`src/rtl/s2mm_seq_pkg.sv`:
```
// s2mm_seq_pkg
// Shared types and constants for the S2MM command sequencer.
//   s2mm_cmd_t : 72-bit AXI DataMover S2MM command word layout
//   state_e    : sequencer FSM states
//   STS_*      : bit positions inside the 8-bit DataMover status byte
//   ERR_*      : bit positions inside the 5-bit err_code output
//   TYPE_INCR  : command TYPE bit for incrementing bursts
// Optional feature macro used by the sequencer: S2MM_SEQ_WRAP_EN.
package s2mm_seq_pkg;

  typedef enum logic [1:0] {
    ST_IDLE  = 2'd0,
    ST_ISSUE = 2'd1,
    ST_DRAIN = 2'd2,
    ST_HALT  = 2'd3
  } state_e;

  typedef struct packed {
    logic [3:0]  rsvd;
    logic [3:0]  tag;
    logic [31:0] saddr;
    logic        drr;
    logic        eof;
    logic [5:0]  dsa;
    logic        type_incr;
    logic [22:0] btt;
  } s2mm_cmd_t;

  localparam int STS_OKAY   = 7;
  localparam int STS_SLVERR = 6;
  localparam int STS_DECERR = 5;
  localparam int STS_INTERR = 4;
  localparam int STS_TAG_HI = 3;

  localparam int ERR_SLVERR = 0;
  localparam int ERR_DECERR = 1;
  localparam int ERR_INTERR = 2;
  localparam int ERR_UNEXP  = 3;
  localparam int ERR_TAG    = 4;

  localparam logic TYPE_INCR = 1'b1;

  // Assemble a command word: no realignment, no EOF, incrementing burst.
  function automatic s2mm_cmd_t build_cmd(input logic [3:0] tag, input logic [31:0] addr,
                                          input logic [22:0] btt);
    s2mm_cmd_t c;
    c.rsvd      = 4'd0;
    c.tag       = tag;
    c.saddr     = addr;
    c.drr       = 1'b0;
    c.eof       = 1'b0;
    c.dsa       = 6'd0;
    c.type_incr = TYPE_INCR;
    c.btt       = btt;
    return c;
  endfunction

endpackage

```
`src/rtl/s2mm_sts_check.sv`:
```
// s2mm_sts_check
// Combinational decode of one DataMover S2MM status byte against the tag of
// the oldest outstanding command.
//   sts        in  8  status byte [7]OKAY [6]SLVERR [5]DECERR [4]INTERR [3:0]TAG
//   exp_tag    in  4  tag the next status must carry
//   none_outst in  1  no command is awaiting status
//   good       out 1  status completes a block cleanly
//   err_bits   out 5  {tag_mismatch, unexpected, INTERR, DECERR, SLVERR}
module s2mm_sts_check
  import s2mm_seq_pkg::*;
(
  input  logic [7:0] sts,
  input  logic [3:0] exp_tag,
  input  logic       none_outst,
  output logic       good,
  output logic [4:0] err_bits
);

  // Error classification; a tag compare is meaningless when nothing is outstanding.
  always_comb begin
    err_bits             = 5'd0;
    err_bits[ERR_SLVERR] = sts[STS_SLVERR];
    err_bits[ERR_DECERR] = sts[STS_DECERR];
    err_bits[ERR_INTERR] = sts[STS_INTERR];
    err_bits[ERR_UNEXP]  = none_outst;
    err_bits[ERR_TAG]    = !none_outst && (sts[STS_TAG_HI:0] != exp_tag);
    good                 = sts[STS_OKAY] && (err_bits == 5'd0);
  end

endmodule

```
`src/rtl/s2mm_cmd_sequencer.sv`:
```
// s2mm_cmd_sequencer
// Issues AXI DataMover S2MM commands that carve a DDR region into cfg_nblk
// blocks of cfg_btt bytes, and checks the returning status stream (tag order
// and error bits), counting completed blocks.
// Ports:
//   clk, reset            clock, asynchronous active-high reset
//   enable                level: rise starts a run, fall requests a drain
//   cfg_base/btt/nblk     region base, bytes per block, block count
//   err_clr               pulse: leave HALT once nothing is outstanding
//   cmd_tdata/tvalid/tready   command stream to S_AXIS_S2MM_CMD
//   sts_tdata/tkeep/tlast/tvalid/tready  status stream from M_AXIS_S2MM_STS
//   busy, cfg_err, err, err_code, blocks_done, blk_idx  status outputs
// Macro S2MM_SEQ_WRAP_EN: when defined, the region is treated as a ring and
// issuing continues until enable falls or an error occurs; otherwise a run
// issues exactly cfg_nblk commands.
module s2mm_cmd_sequencer
  import s2mm_seq_pkg::*;
#(
  parameter int MAX_OUTST = 4,
  parameter int CNT_W     = 32
) (
  input  logic             clk,
  input  logic             reset,
  input  logic             enable,
  input  logic [31:0]      cfg_base,
  input  logic [22:0]      cfg_btt,
  input  logic [15:0]      cfg_nblk,
  input  logic             err_clr,
  output logic [71:0]      cmd_tdata,
  output logic             cmd_tvalid,
  input  logic             cmd_tready,
  input  logic [7:0]       sts_tdata,
  input  logic             sts_tkeep,
  input  logic             sts_tlast,
  input  logic             sts_tvalid,
  output logic             sts_tready,
  output logic             busy,
  output logic             cfg_err,
  output logic             err,
  output logic [4:0]       err_code,
  output logic [CNT_W-1:0] blocks_done,
  output logic [15:0]      blk_idx
);

  localparam logic [3:0] MAX_O = MAX_OUTST[3:0];

  state_e      state;
  logic        enable_q;
  logic [3:0]  outst;
  logic [31:0] addr;
  logic [3:0]  tag;
  logic [22:0] btt;
  logic [15:0] nblk;
`ifdef S2MM_SEQ_WRAP_EN
  logic [31:0] base;
`endif

  logic        hs;
  logic        sts_acc;
  logic        active;
  logic        sts_good;
  logic        sts_bad;
  logic        sts_dec;
  logic        tvalid_hold;
  logic        start;
  logic        cfg_ok;
  logic        chk_good;
  logic [4:0]  chk_err;
  logic [3:0]  exp_tag;
  logic [3:0]  outst_nx;
  logic [31:0] addr_nx;
  logic [15:0] blk_nx;
  logic [3:0]  tag_nx;
  logic        remain_nx;
  logic        can_issue;
  logic        unused_sts_side;

  assign unused_sts_side = ^{sts_tkeep, sts_tlast};

  assign hs          = cmd_tvalid & cmd_tready;
  assign sts_acc     = sts_tvalid & sts_tready;
  assign active      = (state != ST_IDLE);
  assign tvalid_hold = cmd_tvalid & ~cmd_tready;
  assign start       = enable & ~enable_q;
  assign cfg_ok      = (cfg_btt != 23'd0) && (cfg_btt[1:0] == 2'b00) && (cfg_nblk != 16'd0);
  // The oldest outstanding command was issued 'outst' tags ago.
  assign exp_tag     = tag - outst;

  s2mm_sts_check u_sts_check (
    .sts        (sts_tdata),
    .exp_tag    (exp_tag),
    .none_outst (outst == 4'd0),
    .good       (chk_good),
    .err_bits   (chk_err)
  );

  // Status outside IDLE is classified; in IDLE it is drained and ignored.
  assign sts_good  = sts_acc & active & chk_good;
  assign sts_bad   = sts_acc & active & ~chk_good;
  assign sts_dec   = sts_acc & active & (outst != 4'd0);
  // Simultaneous issue and retire leave the count unchanged.
  assign outst_nx  = outst + {3'd0, hs} - {3'd0, sts_dec};

  // Address/tag/index of the command following a handshake.
  always_comb begin
    addr_nx = addr;
    blk_nx  = blk_idx;
    tag_nx  = tag;
    if (hs) begin
      tag_nx = tag + 4'd1;
`ifdef S2MM_SEQ_WRAP_EN
      if (blk_idx == nblk - 16'd1) begin
        addr_nx = base;
        blk_nx  = 16'd0;
      end else begin
        addr_nx = addr + {9'd0, btt};
        blk_nx  = blk_idx + 16'd1;
      end
`else
      addr_nx = addr + {9'd0, btt};
      blk_nx  = blk_idx + 16'd1;
`endif
    end else begin
      tag_nx = tag;
    end
  end

`ifdef S2MM_SEQ_WRAP_EN
  assign remain_nx = 1'b1;
`else
  assign remain_nx = (blk_nx != nblk);
`endif

  assign can_issue = (outst_nx < MAX_O) && remain_nx;

  // Sequencer FSM with all outputs registered.
  always_ff @(posedge clk or posedge reset) begin
    if (reset) begin
      state       <= ST_IDLE;
      enable_q    <= 1'b0;
      outst       <= 4'd0;
      addr        <= 32'd0;
      tag         <= 4'd0;
      btt         <= 23'd0;
      nblk        <= 16'd0;
`ifdef S2MM_SEQ_WRAP_EN
      base        <= 32'd0;
`endif
      blk_idx     <= 16'd0;
      cmd_tvalid  <= 1'b0;
      cmd_tdata   <= 72'd0;
      sts_tready  <= 1'b0;
      busy        <= 1'b0;
      cfg_err     <= 1'b0;
      err         <= 1'b0;
      err_code    <= 5'd0;
      blocks_done <= {CNT_W{1'b0}};
    end else begin
      enable_q   <= enable;
      sts_tready <= 1'b1;
      outst      <= outst_nx;
      if (hs) begin
        addr    <= addr_nx;
        tag     <= tag_nx;
        blk_idx <= blk_nx;
      end
      if (sts_good) begin
        blocks_done <= blocks_done + {{(CNT_W-1){1'b0}}, 1'b1};
      end

      case (state)
        ST_IDLE: begin
          cmd_tvalid <= 1'b0;
          if (start && cfg_ok) begin
            btt         <= cfg_btt;
            nblk        <= cfg_nblk;
`ifdef S2MM_SEQ_WRAP_EN
            base        <= cfg_base;
`endif
            addr        <= cfg_base;
            tag         <= 4'd0;
            blk_idx     <= 16'd0;
            blocks_done <= {CNT_W{1'b0}};
            cfg_err     <= 1'b0;
            err_code    <= 5'd0;
            busy        <= 1'b1;
            state       <= ST_ISSUE;
          end else if (start) begin
            cfg_err <= 1'b1;
          end
        end

        ST_ISSUE: begin
          if (sts_bad) begin
            err_code   <= chk_err;
            err        <= 1'b1;
            cmd_tvalid <= tvalid_hold;
            state      <= ST_HALT;
          end else if (!enable) begin
            cmd_tvalid <= tvalid_hold;
            state      <= ST_DRAIN;
          end else if (tvalid_hold) begin
            // Command stays presented unchanged until accepted.
            cmd_tvalid <= 1'b1;
          end else if (!remain_nx) begin
            cmd_tvalid <= 1'b0;
            state      <= ST_DRAIN;
          end else if (can_issue) begin
            cmd_tvalid <= 1'b1;
            cmd_tdata  <= build_cmd(tag_nx, addr_nx, btt);
          end else begin
            cmd_tvalid <= 1'b0;
          end
        end

        ST_DRAIN: begin
          cmd_tvalid <= tvalid_hold;
          if (sts_bad) begin
            err_code <= chk_err;
            err      <= 1'b1;
            state    <= ST_HALT;
          end else if ((outst_nx == 4'd0) && !tvalid_hold) begin
            busy  <= 1'b0;
            state <= ST_IDLE;
          end
        end

        ST_HALT: begin
          cmd_tvalid <= tvalid_hold;
          if (err_clr && (outst == 4'd0) && !cmd_tvalid) begin
            err   <= 1'b0;
            busy  <= 1'b0;
            state <= ST_IDLE;
          end
        end

        default: begin
          cmd_tvalid <= 1'b0;
          busy       <= 1'b0;
          state      <= ST_IDLE;
        end
      endcase
    end
  end

endmodule

```
`config.mk`:
```
export PLATFORM = sky130hd
export DESIGN_NAME = s2mm_cmd_sequencer
export DESIGN_NICKNAME = d
export VERILOG_FILES = /design/src/rtl/s2mm_seq_pkg.sv /design/src/rtl/s2mm_sts_check.sv /design/src/rtl/s2mm_cmd_sequencer.sv
export SDC_FILE = /design/constraint.sdc
export NUM_CORES = 1
export LEC_CHECK = 0
export BUFFER_PORTS_ARGS = -buffer_cell sky130_fd_sc_hd__buf_2
export CORE_MARGIN = 10
export CORE_UTILIZATION = 57
export CTS_CLUSTER_SIZE = 24
export DETAILED_ROUTE_END_ITERATION = 6
export PLACE_DENSITY = 0.82
export RECOVER_POWER = 50
export SLEW_MARGIN = 40
export SYNTH_ARGS = -nofsm -noshare
export SYNTH_HDL_FRONTEND = slang
export SYNTH_SLANG_ARGS = --single-unit
```
`constraint.sdc`:
```
create_clock -name clk -period 10.1 [get_ports clk]
set_input_delay 2.02 -clock clk [delete_from_list [all_inputs] [get_ports clk]]
set_output_delay 2.02 -clock clk [all_outputs]
set_load 0.05 [all_outputs]
```
-- Word-level counts from Yosys, hierarchy flattened
Cells that the tools add are included.
W data, S select, Z words.
- bits of input ports: 87
- word-level logic and storage cells: 126
- bits in registers: 200
- output and inout bits: 130
- $add $sub $neg: 7
- equal/unequal tests: 13
- reductions and logical operators: 34
- magnitude comparators: 1
- bitwise gates (word level): 13
- muxes and demuxes: 42
- operators by type and width (operator ; count):
    $mux W32 ; 7
    $mux W16 ; 4
    $add A32 B1 Y32 const B ; 1
    $add A32 B23 Y32 ; 1
    $reduce_bool A23 Y1 ; 1
    $add A16 B1 Y16 const B ; 1
    $mux W2 ; 8
    $mux W4 ; 4
    $ne A16 B16 Y1 ; 1
    $reduce_bool A16 Y1 ; 1
    $mux W1 ; 12
    $mux W5 ; 2
    $pmux W5 S2 ; 1
    $reduce_and A5 Y1 ; 2
    $logic_and A1 B1 Y1 ; 9
    $and A1 B1 Y1 ; 8
    $logic_not A4 Y1 ; 2
    $ne A2 B2 Y1 const B ; 4
    $ne A4 B4 Y1 const B ; 2
    $pmux W2 S4 ; 1
    $reduce_bool A2 Y1 ; 4
    $pmux W1 S3 ; 2
    $reduce_and A3 Y1 ; 2
    $reduce_and A6 Y1 ; 1
    19 further kinds ; 29

-- Longest topological paths before layout
Gate-level depths: netlist of run 1.
- word-level depth: 12
- gate-level depth with buffers: 18
- gate-level depth less buffers: 17

-- Hierarchy
A second synthesis of run 1 with hierarchy kept.
- cell total of the unflattened synthesis: 1078
- area total of the unflattened synthesis: 10999.3 µm²
- by module, submodules not included (module ; area each (µm²) ; instances ; seq. area each (µm²) ; cells an instance):
    s2mm_cmd_sequencer ; 10905.5 ; 1 ; 5004.8 ; 1066
    s2mm_sts_check ; 93.8 ; 1 ; 0.0 ; 12

-- Least setup slack after synthesis of run 1
No wires, ideal clock.
- kind: in2reg
- from: in cmd_tready
- to: reg cmd_tdata[10]
- path buffers: 5
- setup slack: 4.687 ns
- setup time: 0.125 ns
- cell stages on the path: 16
- required time: 9.975 ns
- arrival time: 5.288 ns
- path through: and2_1 clkbuf_1 inv_1 clkbuf_1 clkbuf_1 ha_1 inv_1 ha_1 fa_1 xor2_1 nor2_1 nor4b_2 nand2_4 buf_12 buf_12 mux2_4
- longest elaborated chain between the ends: 6
- elaborated cells on any way between the ends: 11
- those cells by class: add/sub: 2; order compare: 1; eq/ne: 1; mux: 1; bitwise: 4; reduce/logical: 2
- RTL lines (element ; RTL line ; text):
    start: declaration ; s2mm_cmd_sequencer.sv:31 ; input logic cmd_tready,
    $and A1 B1 Y1 ; s2mm_cmd_sequencer.sv:80 ; assign hs = cmd_tvalid & cmd_tready;
    $add A4 B1 Y4 ; s2mm_cmd_sequencer.sv:102 ; assign outst_nx = outst + {3'd0, hs} - {3'd0, sts_dec};
    $sub A4 B1 Y4 ; s2mm_cmd_sequencer.sv:102 ;
    via outst_nx[2] ; s2mm_cmd_sequencer.sv:70 ; logic [3:0] outst_nx;
    $lt A4 B3 Y1 ; s2mm_cmd_sequencer.sv:134 ; assign can_issue = (outst_nx < MAX_O) && remain_nx;
    $logic_and A1 B1 Y1 ; s2mm_cmd_sequencer.sv:134 ;
    $reduce_and A6 Y1 (no line) ; - ;
    end signal: assignment ; s2mm_cmd_sequencer.sv:210 ; cmd_tdata <= build_cmd(tag_nx, addr_nx, btt);
    end: declaration ; s2mm_cmd_sequencer.sv:29 ; output logic [71:0] cmd_tdata,
The timed path passes the listed nets, and every way through them passes these cells.
A chain may end at the register's enable or synchronous reset.

==> results of run 1 <==
per-layer routing:
metal	vias to the layer above	wire (um)	track usage
li1	4450	-	-
met1	4618	13000	0.304
met2	419	14300	0.372
met3	52	2280	0.0524
met4	0	744	0.0831
met5	-	0	0
path summary, 6_finish.rpt:
kind                            slack, ns       start  cells after the start               to
worst max-delay path                 4.14       reset                      2  blocks_done[29]
worst min-delay path                 0.50     cfg_err                      2          cfg_err
worst max register to register       5.89  blk_idx[0]                      9     cmd_tdata[4]
worst min register to register       0.50     cfg_err                      2          cfg_err
max in group clk                     4.80  cmd_tready                      9     cmd_tdata[4]
min in group asynchronous            3.40       reset                      2      err_code[4]
final cells by class:
type	count	area, um^2	share of cell area
tap	265	332	0.0256
clock inverter	13	143	0.0110
sequential	200	5000	0.387
clock buffer	18	439	0.0339
timing repair buffer	208	991	0.0766
inverter	47	178	0.0137
antenna	1	2.50	0.000193
multi-input combinational	873	5850	0.452
sequential cells by signal, summed over array words and instances, names as in the netlist:
| signal | cells |
|---|---|
| addr | 32 |
| err_code | 5 |
| tag | 4 |
| cfg_err | 1 |
| enable_q | 1 |
| busy | 1 |
| blocks_done | 32 |
| btt | 23 |
| nblk | 16 |
| outst | 4 |
| cmd_tdata | 60 |
| blk_idx | 16 |
| cmd_tvalid | 1 |
| state | 2 |
| err | 1 |
| sts_tready | 1 |
kinds of logic after synthesis:
kind of cell,Yosys count
AND/OR/NAND/NOR,461
AO/OA/AOI/OAI,203
flip-flops,200
buffers and inverters,112
XOR/XNOR,77
multiplexers,77
adder cells (fa/ha/maj),42
other,2
where the power goes:
group / switching [mW] / internal [mW]
Clock: 0.324 / 0.354
Sequential: 0.212 / 1.04
Combinational: 1.24 / 0.648
cells in the mapped netlist (5+ instances only):
cell type,count,area share
nand2_1,178,0.059
nand4_1,22,0.012
a21oi_1,66,0.029
dfrtp_1,200,0.44
o211ai_1,9,0.0060
a31oi_1,22,0.012
nand3b_1,6,0.0040
clkbuf_1,37,0.012
mux2_2,37,0.037
ha_1,39,0.043
o21a_1,7,0.0046
buf_4,13,0.0086
mux2_4,30,0.040
nor2b_1,6,0.0033
buf_2,5,0.0022
and2_1,8,0.0044
inv_1,47,0.016
nand2b_1,12,0.0066
nor3_1,38,0.017
mux2i_1,10,0.0088
a21o_1,6,0.0040
o31ai_1,6,0.0040
xnor2_1,49,0.038
o21ai_0,43,0.019
or3_1,21,0.012
nor4_1,19,0.010
xor2_1,24,0.019
nor2_1,91,0.030
and3_1,8,0.0044
nand3_1,29,0.013
worst reg2reg max path: stages, from the launching register on:
cell      delay (ns)
dfrtp_1         0.54
ha_1            0.28
nand3_1         0.28
o21ai_0         0.30
a32oi_1         0.11
a2111o_1        0.40
or4_1           0.46
or3_2           0.80
nand2_8         0.52
mux2_2          0.43
==> flow_metrics.tcl, run 1 <==
set metrics [dict create \
    finalSetupViolCount 0 \
    yosys.area_share.simple 0.197 \
    powerDensity_nw_per_um2 295 \
    cp_max_fo 133 \
    path_class "input pin to async pin" \
    path_buf_inv 2 \
    die_h_um 161 \
    most-common-layout-cells "200 x dfrtp_1, 178 x nand2_1, 144 x buf_2" \
    final_core_util 0.663 \
    critPathTopFamily "buffers and inverters" \
    root_buffer "clkbuf_16" \
    grt_pass1_vias 9638 \
    min_period_ns 5.96 \
    startpoint_type "input pin" \
    die_area_um2 25900 \
    ios 217 \
    drive_gt1_frac 0.197 \
    holdWs_ns 0.501 \
    synth_flop_cell "dfrtp_1" \
    grt_overflow 0 \
    cp_slowest_cell "clkinvlp_2" \
    vias_per_cell 5.87 \
    coreArea_um2 19500 \
    final-max-slew-violation-count 134 \
    final_common_cell "dfrtp_1" \
    synth_top_family_by_area "simple AND/OR/NAND/NOR gates" \
    synthCells 1174 \
    crit_arrival_ns 5.45 \
    status "finished with violations" \
    synthXorXnorAreaFrac 0.0644 \
    drv_cap 1 \
    drt_wl_total_um 30300 \
    post-place-cells 1593 \
    path_cells "buf_2, clkinvlp_2" \
    clk_pin_slew_ns 0.07 \
    ctsHtreeMaxLevel 4 \
    cts_setup_buffers 0 \
    cp-end-kind "async pin" \
    yosys_register_bits 200 \
    synth.area.mux_share 0.0854 \
    drc 0 \
    numCtsBuffers 17 \
    gp_congestion 0.928 \
    tns_ns 0 \
    power_mw 3.82 \
    async_flop_share 1.00 \
    synth_fa_ha_area_frac 0.0484 \
    num-nets-final 1476 \
    min_path_type "flop to flop" \
    hold_viol_final 0 \
    post_synth_instance_area_um2 11300 \
    cts_resized 0 \
    violations "max-capacitance violations, max-slew violations" \
    max_stage_delay_ns 3.19 \
    p_leak_nw 6.16 \
    period_share 0.590 \
    drt_first_pass_iters 5 \
    drt-initial-drc-count 781 \
    finalInstanceArea_um2 12900 \
    ys_warn_count 0 \
    grt_max_degree 134 \
    required_ns 9.59 \
    clk_latency_ns 0.43 \
    antenna_found_initial 1 \
    grt_first_pass_wirelength_um 49600 \
    finClkSkew_ns 0.00750 \
    fmax_mhz 168 \
    rsz0062_at_grt "no" \
    synth_cell_types 75 \
    wl_per_cell_um 18.7 \
    stdcell_count 1625 \
    yosysSeqAreaShare 0.442 \
    area_delta_synth_final_pct 14.3 \
    preCtsSetupSlack_ns 4.12 \
    hpwl_um 21700 \
    antenna_left 0 \
    synth_compound_area_frac 0.114 \
    initial_core_util 0.580 \
    postSynthAreaPerCell_um2 9.64 \
    cts_tree "yes" \
    rows 51 \
    io_buffers 202 \
    num-fill-cells 1617 \
    die_w_um 161 \
    relSlewSlack -2.89 \
    clkSinkCount 200 \
    worst_pin_slew_ns 5.80 \
    via_count 9539 \
    peakVddDrop_mv 0.199 \
    finalWorstSetupSlack_ns 4.14 \
    hold_buffers 0 \
    cts_buffer_depth 2 \
    track_usage 0.232 \
    postPlaceCellArea_um2 12400 \
    synth_edf_count 0 \
]
Note: power is estimated with default switching activity, not from simulation.
==> run 2, diff against run 1 <==
--- a/config.mk
+++ b/config.mk
@@ -7,10 +7,10 @@
 export LEC_CHECK = 0
 export BUFFER_PORTS_ARGS = -buffer_cell sky130_fd_sc_hd__buf_2
 export CORE_MARGIN = 10
-export CORE_UTILIZATION = 57
+export CORE_UTILIZATION = 51
 export CTS_CLUSTER_SIZE = 24
 export DETAILED_ROUTE_END_ITERATION = 6
-export PLACE_DENSITY = 0.82
+export PLACE_DENSITY = 0.77
 export RECOVER_POWER = 50
 export SLEW_MARGIN = 40
 export SYNTH_ARGS = -nofsm -noshare
==> constraint.sdc (replaced) <==
create_clock -name clk -period 5.42 [get_ports clk]
set_input_delay 1.084 -clock clk [delete_from_list [all_inputs] [get_ports clk]]
set_output_delay 1.084 -clock clk [all_outputs]
set_load 0.05 [all_outputs]
==> run 2 against run 1 <==
Effect of this change:
- the flow still finishes with violations (max-capacitance violations, max-slew violations)
- combinational power grew 85%
- register-to-register slack lost 4.6 ns
- die area grew 10%
- worst hold slack gained 0.0054 ns
- wire length grew 1.2%
- via count shrank 1.6%
- global-route usage shrank 2.4 points
- core utilization shrank 6.5 points
- critical path type is now input pin to flop
==> flow_metrics.tcl, run 2 (synthesis gave the netlist of run 1 again) <==
set metrics [dict create \
    cts_buffer_depth 2 \
    min_period_ns 4.17 \
    powerDensity_nw_per_um2 549 \
    final_common_cell "dfrtp_1" \
    cts_tree "yes" \
    wl_per_cell_um 18.6 \
    numCtsBuffers 17 \
    drt-initial-drc-count 762 \
    coreArea_um2 21800 \
    regMostFlops "cmd_tdata" \
    peakVddDrop_mv 0.369 \
    cp_max_fo 25 \
    ctsHtreeMaxLevel 4 \
    hold_buffers 0 \
    drt_first_pass_iters 5 \
    area_delta_synth_final_pct 15.2 \
    grt_max_degree 130 \
    grt_pass1_vias 9325 \
    num-fill-cells 1886 \
    final-max-slew-violation-count 130 \
    r2r_slack_ns 1.26 \
    most-common-layout-cells "200 x dfrtp_1, 178 x nand2_1, 144 x buf_2" \
    holdWs_ns 0.506 \
    violations "max-capacitance violations, max-slew violations" \
    gp_congestion 0.920 \
    status "finished with violations" \
    finalSetupViolCount 0 \
    io_buffers 202 \
    drt_wl_total_um 30700 \
    antenna_found_initial 2 \
    drive_gt1_frac 0.201 \
    worst_pin_slew_ns 3.17 \
    cts_setup_buffers 0 \
    die_w_um 169 \
    die_area_um2 28600 \
    tns_ns 0 \
    biggestRegsByFlops "cmd_tdata (60), addr (32), blocks_done (32)" \
    antenna_left 0 \
    num-nets-final 1483 \
    clk_latency_ns 0.44 \
    r2r-end "cmd_tdata[46]" \
    via_count 9391 \
    grt_first_pass_wirelength_um 48900 \
    max_stage_delay_ns 0.59 \
    startpoint_type "input pin" \
    cts_resized 0 \
    fmax_mhz 240 \
    vias_per_cell 5.70 \
    hpwl_um 22400 \
    grt_overflow 0 \
    min-delay-start "cmd_tdata[5]" \
    largest_reg_flops 60 \
    rows 54 \
    relSlewSlack -1.11 \
    period_share 0.769 \
    clk_pin_slew_ns 0.07 \
    clkSinkCount 200 \
    rsz0062_at_grt "no" \
    cp-end-kind "flop" \
    initial_core_util 0.519 \
    required_ns 5.74 \
    die_h_um 169 \
    hold_viol_final 0 \
    hold_path_end "cmd_tdata[5]" \
    hold_depth 1 \
    root_buffer "clkbuf_16" \
    min_path_type "flop to flop" \
    p_leak_nw 6.22 \
    drv_cap 1 \
    cp_slowest_cell "or4_1" \
    crit_arrival_ns 4.49 \
    track_usage 0.209 \
    drc 0 \
    finClkSkew_ns 0.0103 \
    ios 217 \
    path_class "input pin to flop" \
    path_cells "buf_2, nand3_4, or4_4, a22oi_1, o2111ai_1, or4_1, or3_1, nand2_4, buf_4, mux2_4" \
    reg2reg_from "outst[2]" \
    reg2reg_depth 14 \
]
## run 2: worst max path at each step
stage	endpoint	slack, ns	from
global route	blocks_done[28]	1.05	reset
global placement	cmd_tdata[46]	0.83	cmd_tready
detailed placement	cmd_tdata[13]	0.78	cmd_tready
floorplan	cmd_tdata[10]	0.94	cmd_tready
finish	cmd_tdata[46]	1.25	cmd_tready
CTS	cmd_tdata[46]	1.26	cmd_tready
## run 2: through the flow
step | std cells | setup slack, ns | power [mW] | area (um^2) | utilization
global route | 1648 | 1.05 | 7.62 | 13000 | 0.597
floorplan | 1185 | 0.943 | 5.01 | 11400 | -
global placement | 1615 | 0.832 | 5.73 | 12500 | 0.573
finish | 1648 | 1.25 | 7.16 | 13000 | 0.597
detailed placement | 1615 | 0.777 | 5.84 | 12500 | 0.573
CTS | 1647 | 1.26 | 7.21 | 13100 | 0.601
## run 2: per-layer routing
| metal | part of all wire | global-route usage | vias up |
|---|---|---|---|
| met1 | 0.45 | 0.278 | 4578 |
| met2 | 0.47 | 0.329 | 286 |
| met4 | 0.023 | 0.0683 | 2 |
| met5 | 0.00042 | 0 | - |
| met3 | 0.061 | 0.0491 | 58 |
| li1 | - | - | 4467 |
## run 2: worst max-delay path, delay by kind of cell
family / cells / cell delay (ns)
AND/OR/NAND/NOR: 5 / 2.16
buffers and inverters: 2 / 0.56
AO/OA/AOI/OAI: 2 / 0.33
multiplexers: 1 / 0.33
## run 2: area by class of cell
class | instances | area (um^2) | share of cell area
clock inverter | 14 | 181 | 0.0139
tap | 280 | 350 | 0.0269
multi-input combinational | 873 | 5830 | 0.447
antenna | 1 | 2.50 | 0.000192
clock buffer | 18 | 429 | 0.0329
sequential | 200 | 5000 | 0.384
timing repair buffer | 215 | 1060 | 0.0815
inverter | 47 | 178 | 0.0136
## run 2: report_power, final
part           total, mW  internal [mW]  switching [mW]
logic               3.49           1.21            2.28
registers           2.33           1.94           0.383
clock network       1.34          0.704           0.632
total               7.16           3.86            3.30
